==> src/rtl/ps2_move_decoder.sv <==
// PS/2 scancode stream to de-duplicated player-move requests and a start pulse.
// It drives a single-entry valid/ready move buffer that feeds the game handshake FSM.
module ps2_move_decoder #(
    parameter bit REPEAT_ENABLE = 1'b0
) (
    input  logic       clk,
    input  logic       resetn,
    input  logic       ps2_key_pressed,
    input  logic [7:0] ps2_key_data,
    input  logic       move_ready,
    output logic       move_valid,
    output logic [1:0] move_dir,
    output logic       start_pulse,
    output logic       overrun,
    output logic [3:0] held
);

    typedef enum logic [1:0] {
        S_IDLE,
        S_EXT,
        S_BRK,
        S_EXT_BRK
    } state_e;

    typedef enum logic [1:0] {
        DIR_UP    = 2'b00,
        DIR_DOWN  = 2'b01,
        DIR_LEFT  = 2'b10,
        DIR_RIGHT = 2'b11
    } dir_e;

    localparam logic [7:0] CODE_EXT   = 8'hE0;
    localparam logic [7:0] CODE_BRK   = 8'hF0;
    localparam logic [7:0] CODE_SPACE = 8'h29;

    state_e     state_q, state_d;
    logic       move_valid_q, move_valid_d;
    logic [1:0] move_dir_q, move_dir_d;
    logic       start_pulse_q, start_pulse_d;
    logic       overrun_q, overrun_d;
    logic [3:0] held_q, held_d;
    logic       space_held_q, space_held_d;

    logic       is_make;
    logic       is_break;
    logic       is_ext;
    logic       dir_hit;
    dir_e       dir_code;
    logic       space_hit;
    logic       new_move;

    // Prefix tracking: classify the current byte as make/release, normal/extended.
    always_comb begin
        // NOTE: every always_comb output gets a default first so no path infers a latch.
        state_d  = state_q;
        is_make  = 1'b0;
        is_break = 1'b0;
        is_ext   = 1'b0;
        if (ps2_key_pressed) begin
            unique case (state_q)
                S_IDLE: begin
                    if (ps2_key_data == CODE_EXT) begin
                        state_d = S_EXT;
                    end else if (ps2_key_data == CODE_BRK) begin
                        state_d = S_BRK;
                    end else begin
                        is_make = 1'b1;
                    end
                end
                S_EXT: begin
                    if (ps2_key_data == CODE_BRK) begin
                        state_d = S_EXT_BRK;
                    end else if (ps2_key_data == CODE_EXT) begin
                        state_d = S_EXT;
                    end else begin
                        is_make = 1'b1;
                        is_ext  = 1'b1;
                        state_d = S_IDLE;
                    end
                end
                S_BRK: begin
                    is_break = 1'b1;
                    state_d  = S_IDLE;
                end
                S_EXT_BRK: begin
                    is_break = 1'b1;
                    is_ext   = 1'b1;
                    state_d  = S_IDLE;
                end
                default: state_d = S_IDLE;
            endcase
        end
    end

    // Key map: WASD on the normal page, arrow keys on the extended page.
    always_comb begin
        dir_hit  = 1'b1;
        dir_code = DIR_UP;
        if (is_ext) begin
            unique case (ps2_key_data)
                8'h75:   dir_code = DIR_UP;
                8'h72:   dir_code = DIR_DOWN;
                8'h6B:   dir_code = DIR_LEFT;
                8'h74:   dir_code = DIR_RIGHT;
                default: dir_hit  = 1'b0;
            endcase
        end else begin
            unique case (ps2_key_data)
                8'h1D:   dir_code = DIR_UP;
                8'h1B:   dir_code = DIR_DOWN;
                8'h1C:   dir_code = DIR_LEFT;
                8'h23:   dir_code = DIR_RIGHT;
                default: dir_hit  = 1'b0;
            endcase
        end
        space_hit = !is_ext && (ps2_key_data == CODE_SPACE);
    end

    // Held flags, repeat suppression and the one-entry move buffer.
    always_comb begin
        held_d        = held_q;
        space_held_d  = space_held_q;
        start_pulse_d = 1'b0;
        move_valid_d  = move_valid_q;
        move_dir_d    = move_dir_q;
        overrun_d     = overrun_q;
        new_move      = 1'b0;

        if (dir_hit && is_make) begin
            new_move         = REPEAT_ENABLE || !held_q[dir_code];
            held_d[dir_code] = 1'b1;
        end
        if (dir_hit && is_break) begin
            held_d[dir_code] = 1'b0;
        end

        if (space_hit && is_make) begin
            start_pulse_d = REPEAT_ENABLE || !space_held_q;
            space_held_d  = 1'b1;
        end
        if (space_hit && is_break) begin
            space_held_d = 1'b0;
        end

        if (new_move) begin
            move_dir_d   = dir_code;
            move_valid_d = 1'b1;
            if (move_valid_q && !move_ready) begin
                overrun_d = 1'b1;
            end
        end else if (move_valid_q && move_ready) begin
            move_valid_d = 1'b0;
        end
    end

    always_ff @(posedge clk or negedge resetn) begin
        if (!resetn) begin
            state_q       <= S_IDLE;
            move_valid_q  <= 1'b0;
            move_dir_q    <= 2'b00;
            start_pulse_q <= 1'b0;
            overrun_q     <= 1'b0;
            held_q        <= 4'b0000;
            space_held_q  <= 1'b0;
        end else begin
            state_q       <= state_d;
            move_valid_q  <= move_valid_d;
            move_dir_q    <= move_dir_d;
            start_pulse_q <= start_pulse_d;
            overrun_q     <= overrun_d;
            held_q        <= held_d;
            space_held_q  <= space_held_d;
        end
    end

    assign move_valid  = move_valid_q;
    assign move_dir    = move_dir_q;
    assign start_pulse = start_pulse_q;
    assign overrun     = overrun_q;
    assign held        = held_q;

endmodule

==> config.mk <==
export PLATFORM = sky130hd
export DESIGN_NAME = ps2_move_decoder
export DESIGN_NICKNAME = d
export VERILOG_FILES = /design/src/rtl/ps2_move_decoder.sv
export SDC_FILE = /design/constraint.sdc
export NUM_CORES = 1
export LEC_CHECK = 0
export CORE_MARGIN = 5
export CORE_UTILIZATION = 48
export DETAILED_ROUTE_END_ITERATION = 8
export GPL_TIMING_DRIVEN = 0
export MAX_ROUTING_LAYER = met4
export PLACE_DENSITY = 0.78
export SLEW_MARGIN = 10
export SYNTH_ARGS = -nofsm -noshare
export SYNTH_HDL_FRONTEND = slang
export SYNTH_SLANG_ARGS = --single-unit
==> constraint.sdc <==
create_clock -name clk -period 2.3 [get_ports clk]
set_input_delay 0.46 -clock clk [delete_from_list [all_inputs] [get_ports clk]]
set_output_delay 0.46 -clock clk [all_outputs]
set_load 0.01 [all_outputs]
==> flow_metrics.tcl, run 1 <==
set metrics [dict create \
    dp_slack_ps -920 \
    clkTransAtPathRegs_ps 80 \
    synth.distinct_cells 43 \
    io_pins 21 \
    vias 827 \
    hold_class "flop to flop" \
    dr.pass1.iters 4 \
    finalCritPeriodShare 0.968 \
    ys.warnings.count 0 \
    area_growth_pct 38.7 \
    ys_seq_area_frac 0.353 \
    layout.cells.non_filler 143 \
    num-fill-cells 131 \
    cts_buffers 3 \
    tritoncts "yes" \
    grt_max_degree 13 \
    dp_cells 131 \
    antenna_found_initial 0 \
    power_density_nw_per_um2 421 \
    utilization 0.691 \
    cts_buffer_depth 2 \
    dieArea_um2 2710 \
    hold_viol_final 0 \
    drc_errors 0 \
    setup_violations 0 \
    grt-ovfl-total 0 \
    cts_num_sinks 12 \
    synth_flop_cell "dfrtp_1" \
    crit_fanout 8 \
    start_util 0.498 \
    start_kind "input pin" \
    n_antenna_cell 0 \
    drtAntennaViolNets 0 \
    async_flop_share 1.00 \
    final_nets 131 \
    synth-seq-cells 12 \
    hold_buffers 0 \
    status "complete, no violations" \
    viasPerCell 5.78 \
    skew_ps 6.84 \
    core-area_um2 1710 \
    synth_edf_count 0 \
    fp.dieH_um 52.1 \
    cp.required_ps 2480 \
    ff_latch_area_um2 300 \
    worst_pin_slew_ps 554 \
    drv_cap 0 \
    die_w_um 52.1 \
    synth_nets 101 \
    drtIter0Drc 37 \
    routabilityCongestion 0.846 \
    arrival_ps 2400 \
    vdd_drop_max_v 0.000283 \
    grt_util_all_layers 0.184 \
    multi_input_area_um2 574 \
    fmax_mhz 449 \
    cts_root_buf "clkbuf_4" \
    syn_avg_cell_area_um2 9.56 \
    hpwlAfterDp_mm 1.55 \
    wire_per_inst_um 15.9 \
    cp-end-kind "flop" \
    fin_ws_ps 73.9 \
    drive_above_1_share 0.280 \
    totalWireLength_mm 2.28 \
    slew_violations 0 \
    h-tree-depth 1 \
    fin_setup_tns_ps 0 \
    netlist_instances 89 \
    syn_area_um2 851 \
    row_count 15 \
    worstSetupPathType "input pin to flop" \
    maxSlewHeadroom 0.631 \
    fin_crit_ps 2230 \
    p_leak_nw 0.494 \
    clk_latency_ps 280 \
    grt_pass1_wl_mm 3.51 \
    grt_pass1_vias 772 \
    port-buffer-count 17 \
]
area by class of cell:
| cell class | instances | area share |
|---|---|---|
| Buffer | 3 | 0.0201 |
| Clock buffer | 4 | 0.0308 |
| Inverter | 3 | 0.00954 |
| Multi-Input combinational cell | 71 | 0.487 |
| Sequential cell | 12 | 0.255 |
| Tap cell | 25 | 0.0265 |
| Timing Repair Buffer | 25 | 0.172 |
critical path, stage by stage:
cell and delay, ps:
buf_4 140, and4bb_4 250, a41oi_4 310, mux2i_4 370, mux2i_2 290, mux2i_1 120, nor2b_2 150, mux2_4 310
stage by stage:
| step | hold slack (ps) | instance area [um2] | power, mW |
|---|---|---|---|
| 6_report | 439 | 1180 | 0.496 |
| 5_1_grt | 459 | 1180 | 0.522 |
| 4_1_cts | 439 | 1140 | 0.494 |
| 3_5_place_dp | 429 | 1060 | 0.316 |
| 3_3_place_gp | 423 | 1060 | 0.313 |
| 2_1_floorplan | 164 | 855 | 0.273 |
power breakdown:
part	internal, mW	switching, mW
Combinational	0.0469	0.0529
Sequential	0.218	0.00569
Clock	0.0964	0.0765
Total	0.361	0.135
kinds of logic (layout without fill, tap and decap cells):
group / after synthesis / in the layout / synth area share
buffers and inverters: 6 / 35 / 0.0368
AND/OR/NAND/NOR: 41 / 41 / 0.296
XOR/XNOR: 1 / 1 / 0.0103
flip-flops: 12 / 12 / 0.353
AO/OA/AOI/OAI: 23 / 23 / 0.212
multiplexers: 6 / 6 / 0.0926
routing by layer:
layer	track usage	routed length (um)	vias to the layer above
li1	-	-	395
met1	0.190	951	406
met2	0.305	1200	18
met3	0.0659	77	8
met4	0.0961	49	0
met5	-	0	-
path summary, 6_finish.rpt:
path	cells past startpoint	end	slack, ps	start
max reg2reg	7	move_dir[0]	160	state_q[1]
min in group asynchronous	1	move_dir[0]	520	resetn
max in group asynchronous	1	state_q[0]	1420	resetn
min reg2reg	1	start_pulse	440	space_held_q
min	1	start_pulse	440	space_held_q
max	8	move_dir[0]	70	ps2_key_data[2]
what timing repair did:
item                                    in CTS  in global routing
buffers inserted                             6                  2
hold endpoints to repair                     0                  0
resized for setup                           17                 18
endpoints found under the setup margin       8                  4
pin swaps                                    2                  1
cells in the final DEF (no fill, tap or decap), types with 2 or more instances in the layout:
| cell | instances |
|---|---|
| nand4_1 | 2 |
| nor2b_1 | 3 |
| clkdlybuf4s50_1 | 11 |
| clkbuf_2 | 4 |
| buf_2 | 2 |
| a21bo_1 | 2 |
| a21oi_1 | 6 |
| nand4b_1 | 2 |
| buf_4 | 9 |
| and3b_1 | 3 |
| nor2_1 | 7 |
| inv_1 | 3 |
| dfrtp_1 | 12 |
| nand2_1 | 6 |
| o211ai_1 | 2 |
| mux2i_2 | 2 |
| clkbuf_4 | 3 |
| o22ai_1 | 2 |
| a31oi_1 | 2 |
| nand3_1 | 3 |
cell usage after synthesis, types with 2 or more instances:
master	count	area (um2)
dfrtp_1	12	300
nor2_1	8	30.0
a21oi_1	6	30.0
nand2_1	6	22.5
and3b_1	3	26.3
inv_1	3	11.3
mux2i_1	3	30.0
nand3_1	3	15.0
nor2b_1	3	18.8
a21bo_1	2	20.0
a31oi_1	2	12.5
nand4_1	2	12.5
nand4b_1	2	17.5
nor3b_1	2	15.0
nor4_1	2	12.5
o211ai_1	2	15.0
o22ai_1	2	12.5
state kept, by name, indices dropped and copies added, names as in the netlist:
name,cells
held,4
move_dir,2
state_q,2
move_valid,1
overrun,1
space_held_q,1
start_pulse,1
(Power assumes the default switching activity.)
==> inputs of run 2 (changes only) <==
--- a/config.mk
+++ b/config.mk
@@ -11,7 +11,6 @@
 export GPL_TIMING_DRIVEN = 0
 export MAX_ROUTING_LAYER = met4
 export PLACE_DENSITY = 0.78
-export SLEW_MARGIN = 10
 export SYNTH_ARGS = -nofsm -noshare
 export SYNTH_HDL_FRONTEND = slang
 export SYNTH_SLANG_ARGS = --single-unit
==> results of run 2 <==
Final layout, timing and power as in run 1 (identical DEF).
==> inputs of run 3 (changes only) <==
--- a/config.mk
+++ b/config.mk
@@ -8,7 +8,7 @@
 export CORE_MARGIN = 5
 export CORE_UTILIZATION = 48
 export DETAILED_ROUTE_END_ITERATION = 8
-export GPL_TIMING_DRIVEN = 0
+export GPL_TIMING_DRIVEN = 1
 export MAX_ROUTING_LAYER = met4
 export PLACE_DENSITY = 0.78
 export SYNTH_ARGS = -nofsm -noshare
==> run 3 against run 2 <==
  * Sequential share of layout area shrank 4.7 points
  * Register-to-register slack gained 30 ps
  * Global-route usage increased by 4.5 points
  * Via count is 19% higher
  * Non-clock buffer count grew 34
  * Cell area up 22%
  * Critical endpoint is now move_dir[1]
  * Final cell count up 24%
  * Wire length increased by 23%
  * Combinational power is 47% higher
  * Utilization grew 16 points
==> flow_metrics.tcl, run 3 (synthesized netlist as in run 1, its figures left out) <==
set metrics [dict create \
    status "complete, no violations" \
    vias 986 \
    dp_slack_ps -529 \
    p_total_uw 540 \
    grt_max_degree 13 \
    grt_util_all_layers 0.229 \
    largest_register_ffs 4 \
    routabilityCongestion 0.915 \
    clk_latency_ps 280 \
    hold_buffers 0 \
    fp.dieH_um 52.1 \
    cts_num_sinks 12 \
    cts_buffers 3 \
    drtIter0Drc 35 \
    dr.pass1.iters 4 \
    crit_fanout 4 \
    worstSetupPathType "input pin to flop" \
    antenna_found_initial 0 \
    vdd_drop_max_v 0.000420 \
    power_density_nw_per_um2 374 \
    slew_violations 0 \
    wire_per_inst_um 15.9 \
    port-buffer-count 20 \
    core-area_um2 1710 \
    area_growth_pct 69.9 \
    worst_pin_slew_ps 528 \
    clkTransAtPathRegs_ps 70 \
    cp-end-kind "flop" \
    grt_pass1_wl_mm 4.47 \
    row_count 15 \
    hpwlAfterDp_mm 1.97 \
    grt-ovfl-total 0 \
    viasPerCell 5.57 \
    totalWireLength_mm 2.81 \
    cp.required_ps 2500 \
    cts_root_buf "clkbuf_4" \
    hold_class "flop to flop" \
    arrival_ps 2430 \
    start_util 0.498 \
    fin_crit_ps 2220 \
    h-tree-depth 1 \
    final_nets 165 \
    drtAntennaViolNets 0 \
    die_w_um 52.1 \
    drc_errors 0 \
    p_leak_nw 0.660 \
    hold_viol_final 0 \
    fin_ws_ps 76.1 \
    fmax_mhz 450 \
    finalCritPeriodShare 0.967 \
    tritoncts "yes" \
    mostFrequentLayoutCells "buf_4 (41), dfrtp_1 (12), clkdlybuf4s50_1 (11), nor2_1 (7), a21oi_1 (6)" \
    grt_pass1_vias 952 \
    maxSlewHeadroom 0.647 \
    start_kind "input pin" \
    setup_violations 0 \
    utilization 0.846 \
    dieArea_um2 2710 \
    skew_ps 3.04 \
    drive_above_1_share 0.434 \
    n_antenna_cell 0 \
    num-fill-cells 88 \
    drv_cap 0 \
    cts_buffer_depth 2 \
    io_pins 21 \
    final_common_cell "buf_4" \
]
-- run 3: repair_timing --
item                                    in CTS  in global routing
endpoints found under the hold margin        0                  0
buffers inserted                             8                  4
cloned                                       0                  0
resized for setup                           19                 13
endpoints found under the setup margin       8                  2
pin swaps                                    3                  2
-- run 3: critical path: stages --
cell	delay, ps
dlygate4sd2_1	270
and3b_1	210
buf_4	140
o211ai_1	270
mux2i_4	150
mux2i_2	190
buf_4	150
buf_4	120
buf_4	120
a21bo_1	180
a21oi_1	160
-- run 3: power by group --
| part | total [mW] | internal (mW) | switching (mW) | leakage (nW) |
|---|---|---|---|---|
| logic | 0.147 | 0.0816 | 0.0657 | 0.474 |
| registers | 0.224 | 0.218 | 0.00617 | 0.165 |
| clock network | 0.169 | 0.0964 | 0.0723 | 0.0210 |
| total | 0.540 | 0.396 | 0.144 | 0.660 |
-- run 3: layout make-up --
type | count | area (um2) | area share
Multi-Input combinational cell | 71 | 572 | 0.396
Tap cell | 25 | 31.3 | 0.0216
Sequential cell | 12 | 300 | 0.208
Inverter | 3 | 11.3 | 0.00779
Timing Repair Buffer | 62 | 494 | 0.342
Clock buffer | 4 | 36.3 | 0.0251
-- run 3: metal layers --
metal,up-vias,share of wire,track usage
met5,-,0,-
met4,0,0.0093,0.0131
met3,6,0.089,0.0716
met2,48,0.49,0.374
met1,472,0.41,0.291
li1,460,-,-
-- run 3: path summary, 6_finish.rpt --
check	from	endpoint	slack (ps)	cells after the start
setup / recovery	ps2_key_data[3]	move_dir[1]	80	11
hold reg to reg	space_held_q	start_pulse	440	1
setup reg to reg	state_q[1]	move_dir[0]	190	7
min in group asynchronous	resetn	held[0]	520	1
hold / removal	space_held_q	start_pulse	440	1
max in group asynchronous	resetn	state_q[0]	1430	1
-- run 3: metrics by stage --
step,hold WS [ps],setup TNS [ps],instances,cell area [um2]
final,439,0,177,1450
after global routing,461,-4.63,177,1450
after CTS,443,0,173,1410
after detailed placement,430,-3160,161,1290
after global placement,421,-2680,161,1290
after floorplan,164,-57.7,89,855
